## config.mk

```make
export PLATFORM = sky130hd
export DESIGN_NAME = sys_cmd_decoder
export DESIGN_NICKNAME = d
export VERILOG_FILES = /design/src/rtl/sys_cmd_decoder.sv
export SDC_FILE = /design/constraint.sdc
export NUM_CORES = 1
export LEC_CHECK = 0
export CAP_MARGIN = 20
export CORE_ASPECT_RATIO = 1.1
export CORE_MARGIN = 2
export CORE_UTILIZATION = 50
export CTS_BUF_LIST = sky130_fd_sc_hd__clkbuf_4 sky130_fd_sc_hd__clkbuf_8
export DETAILED_ROUTE_END_ITERATION = 7
export PLACE_DENSITY_LB_ADDON = 0.2
export SYNTH_ARGS = -nofsm -noshare
export SYNTH_HDL_FRONTEND = slang
export SYNTH_SLANG_ARGS = --single-unit
```

## constraint.sdc

```tcl
create_clock -name CLK -period 4.7 [get_ports CLK]
set_input_delay 0.705 -clock CLK [delete_from_list [all_inputs] [get_ports CLK]]
set_output_delay 0.705 -clock CLK [all_outputs]
set_load 0.01 [all_outputs]
```

## src/rtl/sys_cmd_decoder.sv

```systemverilog
// AA/BB/CC/DD command-frame decoder: turns validated UART RX bytes into single-cycle
// register-file write/read and ALU-execute strobes, with abort, timeout and busy-drop handling.
module sys_cmd_decoder #(
  parameter int DATA_WIDTH  = 8,
  parameter int ADDR_WIDTH  = 4,
  parameter int FUN_WIDTH   = 4,
  parameter int TIMEOUT_CYC = 20000
) (
  input  logic                  CLK,
  input  logic                  RST,
  input  logic [DATA_WIDTH-1:0] RX_P_DATA,
  input  logic                  RX_D_VLD,
  input  logic                  RX_ERR,
  input  logic                  RSP_ACK,
  output logic                  RF_WrEn,
  output logic                  RF_RdEn,
  output logic [ADDR_WIDTH-1:0] RF_Address,
  output logic [DATA_WIDTH-1:0] RF_WrData,
  output logic                  ALU_EN,
  output logic [FUN_WIDTH-1:0]  ALU_FUN,
  output logic                  CLK_GATE_EN,
  output logic                  ILL_CMD,
  output logic                  ERR_ABORT,
  output logic [7:0]            DROP_CNT
);

  localparam int TMO_W = $clog2(TIMEOUT_CYC + 1);
  localparam logic [TMO_W-1:0] TMO_LAST = TMO_W'(TIMEOUT_CYC - 1);

  localparam logic [2:0] S_IDLE     = 3'd0;
  localparam logic [2:0] S_WR_ADDR  = 3'd1;
  localparam logic [2:0] S_WR_DATA  = 3'd2;
  localparam logic [2:0] S_RD_ADDR  = 3'd3;
  localparam logic [2:0] S_OP_A     = 3'd4;
  localparam logic [2:0] S_OP_B     = 3'd5;
  localparam logic [2:0] S_ALU_FUNC = 3'd6;
  localparam logic [2:0] S_WAIT_RSP = 3'd7;

  localparam logic [DATA_WIDTH-1:0] CMD_WR  = DATA_WIDTH'(8'hAA);
  localparam logic [DATA_WIDTH-1:0] CMD_RD  = DATA_WIDTH'(8'hBB);
  localparam logic [DATA_WIDTH-1:0] CMD_OPS = DATA_WIDTH'(8'hCC);
  localparam logic [DATA_WIDTH-1:0] CMD_ALU = DATA_WIDTH'(8'hDD);

  function automatic logic [7:0] sat_inc(input logic [7:0] v);
    sat_inc = (v == 8'hFF) ? v : v + 8'd1;
  endfunction

  logic [2:0]            state_p1;
  logic [TMO_W-1:0]      tmo_p1;
  logic [ADDR_WIDTH-1:0] wr_addr_p1;
  logic                  wr_en_p1, rd_en_p1, alu_en_p1, gate_p1, ill_p1, abort_p1;
  logic [ADDR_WIDTH-1:0] addr_p1;
  logic [DATA_WIDTH-1:0] wdata_p1;
  logic [FUN_WIDTH-1:0]  fun_p1;
  logic [7:0]            drop_p1;

  logic [2:0]            state_p0;
  logic [TMO_W-1:0]      tmo_p0;
  logic [ADDR_WIDTH-1:0] wr_addr_p0;
  logic                  wr_en_p0, rd_en_p0, alu_en_p0, gate_p0, ill_p0, abort_p0;
  logic [ADDR_WIDTH-1:0] addr_p0;
  logic [DATA_WIDTH-1:0] wdata_p0;
  logic [FUN_WIDTH-1:0]  fun_p0;
  logic [7:0]            drop_p0;
  logic                  byte_ok_p0;

  // Stage p0: decode the sampled byte against the current frame state
  always_comb begin
    state_p0   = state_p1;
    tmo_p0     = tmo_p1;
    wr_addr_p0 = wr_addr_p1;
    wr_en_p0   = 1'b0;
    rd_en_p0   = 1'b0;
    alu_en_p0  = 1'b0;
    ill_p0     = 1'b0;
    abort_p0   = 1'b0;
    gate_p0    = gate_p1;
    addr_p0    = addr_p1;
    wdata_p0   = wdata_p1;
    fun_p0     = fun_p1;
    drop_p0    = drop_p1;
    byte_ok_p0 = RX_D_VLD && !RX_ERR;

    case (state_p1)
      S_IDLE: begin
        tmo_p0 = '0;
        if (byte_ok_p0) begin
          if (RX_P_DATA == CMD_WR) begin
            state_p0 = S_WR_ADDR;
          end else if (RX_P_DATA == CMD_RD) begin
            state_p0 = S_RD_ADDR;
          end else if (RX_P_DATA == CMD_OPS) begin
            state_p0 = S_OP_A;
          end else if (RX_P_DATA == CMD_ALU) begin
            state_p0 = S_ALU_FUNC;
            gate_p0  = 1'b1;
          end else begin
            ill_p0 = 1'b1;
          end
        end
      end

      S_WAIT_RSP: begin
        tmo_p0 = '0;
        if (RX_D_VLD) drop_p0 = sat_inc(drop_p1);
        if (RSP_ACK) begin
          state_p0 = S_IDLE;
          gate_p0  = 1'b0;
        end
      end

      default: begin
        if (RX_D_VLD && RX_ERR) begin
          abort_p0 = 1'b1;
          state_p0 = S_IDLE;
          tmo_p0   = '0;
          gate_p0  = 1'b0;
        end else if (RX_D_VLD) begin
          tmo_p0 = '0;
          case (state_p1)
            S_WR_ADDR: begin
              wr_addr_p0 = RX_P_DATA[ADDR_WIDTH-1:0];
              state_p0   = S_WR_DATA;
            end
            S_WR_DATA: begin
              wr_en_p0 = 1'b1;
              addr_p0  = wr_addr_p1;
              wdata_p0 = RX_P_DATA;
              state_p0 = S_IDLE;
            end
            S_RD_ADDR: begin
              rd_en_p0 = 1'b1;
              addr_p0  = RX_P_DATA[ADDR_WIDTH-1:0];
              state_p0 = S_WAIT_RSP;
            end
            S_OP_A: begin
              wr_en_p0 = 1'b1;
              addr_p0  = '0;
              wdata_p0 = RX_P_DATA;
              state_p0 = S_OP_B;
            end
            S_OP_B: begin
              wr_en_p0 = 1'b1;
              addr_p0  = ADDR_WIDTH'(1);
              wdata_p0 = RX_P_DATA;
              state_p0 = S_ALU_FUNC;
              gate_p0  = 1'b1;
            end
            default: begin
              alu_en_p0 = 1'b1;
              fun_p0    = RX_P_DATA[FUN_WIDTH-1:0];
              state_p0  = S_WAIT_RSP;
            end
          endcase
        end else if (tmo_p1 == TMO_LAST) begin
          abort_p0 = 1'b1;
          state_p0 = S_IDLE;
          tmo_p0   = '0;
          gate_p0  = 1'b0;
        end else begin
          tmo_p0 = tmo_p1 + TMO_W'(1);
        end
      end
    endcase
  end

  // Stage p1: registered state and outputs
  always_ff @(posedge CLK) begin
    if (RST) begin
      state_p1  <= S_IDLE;
      tmo_p1    <= '0;
      wr_en_p1  <= 1'b0;
      rd_en_p1  <= 1'b0;
      alu_en_p1 <= 1'b0;
      gate_p1   <= 1'b0;
      ill_p1    <= 1'b0;
      abort_p1  <= 1'b0;
      addr_p1   <= '0;
      wdata_p1  <= '0;
      fun_p1    <= '0;
      drop_p1   <= '0;
    end else begin
      state_p1  <= state_p0;
      tmo_p1    <= tmo_p0;
      wr_en_p1  <= wr_en_p0;
      rd_en_p1  <= rd_en_p0;
      alu_en_p1 <= alu_en_p0;
      gate_p1   <= gate_p0;
      ill_p1    <= ill_p0;
      abort_p1  <= abort_p0;
      addr_p1   <= addr_p0;
      wdata_p1  <= wdata_p0;
      fun_p1    <= fun_p0;
      drop_p1   <= drop_p0;
    end
    wr_addr_p1 <= wr_addr_p0;
  end

  assign RF_WrEn     = wr_en_p1;
  assign RF_RdEn     = rd_en_p1;
  assign RF_Address  = addr_p1;
  assign RF_WrData   = wdata_p1;
  assign ALU_EN      = alu_en_p1;
  assign ALU_FUN     = fun_p1;
  assign CLK_GATE_EN = gate_p1;
  assign ILL_CMD     = ill_p1;
  assign ERR_ABORT   = abort_p1;
  assign DROP_CNT    = drop_p1;

endmodule

```

==> impl_metrics.ini <==
[routing]
drt_iter0_drc = 87
post_drt_wl_per_cell_um = 13.53
dr.max_layer_used = met4
vias_per_cell = 5.480
wirelength_um = 4764
drcViolationCount = 0
met2_length_um = 2311
first_pass_iters = 4
ant_nets = 0
m1WireLength_um = 2151
met3_length_um = 201
via_count = 1929

[place]
gp_congestion = 0.8607
dp_hpwl_um = 3444
dpl_cell_area_um2 = 2819
pre_cts_ws_ns = 1.964
numPortBuffers = 42

[floorplan]
die_h_um = 76.47
io_pins = 43
core_um2 = 4619
die_w_um = 69.88
start_util_pct = 51.68
num_rows = 26
die_area_um2 = 5344

[global_route]
grt_use_total_pct = 19.13
grt_overflow_total = 0
grt_antenna_before_repair = 0
grt_pass1_wl_um = 8404
grt_pass1_vias = 1817
grt_max_degree = 35

[critical_path]
crit_arrival_ns = 2.68
r2r_cells = 5
r2r_start = state_p1[2]
r2r_slack_ns = 2.21
critPathKind = register to register
end_kind = register
crit_path_start_kind = register
required_ns = 4.89
timing.rr.end = RF_WrData[3]
path_max_fanout = 19

[final_layout]
area_delta_synth_final_pct = 22.90
multi_input_area_um2 = 1225
fin_area_um2 = 2934
nNetsFinal = 311
regArea_um2 = 1081
diodes = 0
drive_above_1_share_pct = 6.081
fillCellCount = 416

[run]
cap_violations = 0

[yosys]
synth_cell_types = 49
yosysWarnings = 0
synth_edf_count = 4
syn_inst = 259
synth_area_per_cell_um2 = 9.217
synth.ff_latch_count = 52
yosysTopAreaCellShare_pct = 40.25
yosysMostFrequentCell = nor2_1
synth_top_flop_cell = dfxtp_1
synth_nets = 275
yosysSeqAreaShare_pct = 45.28
yosys-top-cells-count = nor2_1, dfxtp_1, mux2i_1
synthTopCellsByArea = dfxtp_1, nor2_1, mux2i_1
synthArstFlopShare_pct = 0
synth_top_area_cell = dfxtp_1
mappedNetlistArea_um2 = 2387

[sta]
worstMarginPinSlew_ns = 0.5734
fin_crit_sh_pct = 52.98
fmax_mhz = 401.6
finalHoldViolations = 0
setup_ws_ns = 2.210
clock_skew_ns = 0.01017
drv_slew = 0
period_needed_ns = 2.490
tns_ns = 0
rsz0062_at_grt = false
timing.slew.headroom_pct = 61.72
setup_viol = 0

[worst_hold_path]
hold_end = tmo_p1[0]
hold_class = register to register
hold_start = tmo_p1[0]
hold_depth = 1

[clocking]
hold_buffers = 0
cts_tree = done
ctsLongestPathBuffers = 2
clk_latency_ns = 0.31
postCtsSetupBuffers = 0
cts.htree.levels = 2
cts_root_buf = clkbuf_8
clk_pin_slew_ns = 0.10
cts_resized = 0
cts_buffers = 5
cts_sinks = 52

[pwr]
power.density_nw_per_um2 = 351.7
finalPower_w = 0.001032
power.leakage_nw = 1.094
ir_drop_uv = 153.8

[outcome]
status = finished, final reports clean
-- cells in the final DEF, fill, tap and decap left out, types with 4 or more instances in the layout --
cell             Yosys  layout
nand3_1             11      11
nor2b_1              7       7
nand4_1              6       6
clkdlybuf4s50_1      0      42
xnor2_1              8       8
o21ai_0              5       5
mux2i_1             17      17
edfxtp_1             4       4
nor3_1               6       6
dfxtp_1             48      48
a21oi_1             10      10
xor2_1              13      13
inv_1                4       4
clkbuf_8             0       5
nor2_1              50      50
nand2_1             13      13
-- worst max path at each step --
stage | from | endpoint | slack, ns | depth (start not counted)
floorplan | RST | tmo_p1[2] | 2.74 | 6
global placement | RX_D_VLD | RF_WrData[4] | 2.03 | 5
detailed placement | RX_D_VLD | RF_WrData[5] | 1.96 | 5
CTS | state_p1[2] | RF_WrData[3] | 2.23 | 5
global route | state_p1[2] | RF_WrData[3] | 2.09 | 5
finish | state_p1[2] | RF_WrData[3] | 2.21 | 5
-- layer usage --
| metal | global-route usage, % | vias to the layer above |
|---|---|---|
| li1 | - | 979 |
| met1 | 24.79 | 898 |
| met2 | 30.48 | 42 |
| met3 | 4.365 | 10 |
| met4 | 8.269 | 0 |
| met5 | 0 | - |
-- critical path: stages, from the launching register on --
cell and delay (ns):
dfxtp_1 0.70, ha_1 0.48, nor2b_1 0.11, or4_1 0.74, mux2i_1 0.28, nor2_1 0.06
-- per-stage QoR --
| stage | hold WS, ns | instances | util, % |
|---|---|---|---|
| final | 0.4751 | 352 | 63.52 |
| after global placement | 0.4448 | 344 | 61.02 |
| after global routing | 0.5025 | 352 | 63.52 |
| after CTS | 0.4776 | 352 | 63.52 |
| after floorplan | 0.4301 | 259 | - |
| after detailed placement | 0.4551 | 344 | 61.02 |
-- flip-flops by register name, indices dropped and copies added (netlist names) --
signal	flops
ERR_ABORT	1
RF_Address	4
state_p1	3
RF_WrEn	1
RF_WrData	8
tmo_p1	15
DROP_CNT	8
wr_addr_p1	4
CLK_GATE_EN	1
ILL_CMD	1
ALU_EN	1
RF_RdEn	1
ALU_FUN	4
-- logic make-up (layout without fill, tap and decap cells) --
group,Yosys count,in the layout,share of synthesized area [%]
xor gates and xnor gates,21,21,7.705
muxes,17,17,7.128
and+or+nand+nor,114,114,24.58
AOI/OAI and AO/OA,34,34,10.33
buffers and inverters,18,55,3.406
adders and majority gates,3,3,1.572
DFF,52,52,45.28
-- layout make-up --
| type | count | share of cell area, % |
|---|---|---|
| tap | 56 | 2.388 |
| timing repair buffer | 43 | 14.58 |
| sequential | 52 | 36.84 |
| multi-input combinational | 189 | 41.75 |
| clock buffer | 5 | 2.345 |
| inverter | 4 | 0.5117 |
| clock inverter | 3 | 1.578 |
-- where the power goes --
group          internal (W)  switching, W
registers          0.000466     0.0000296
logic              0.000101      0.000122
clock network      0.000160      0.000153
total              0.000728      0.000304
Note: power is estimated with default switching activity, not from simulation.
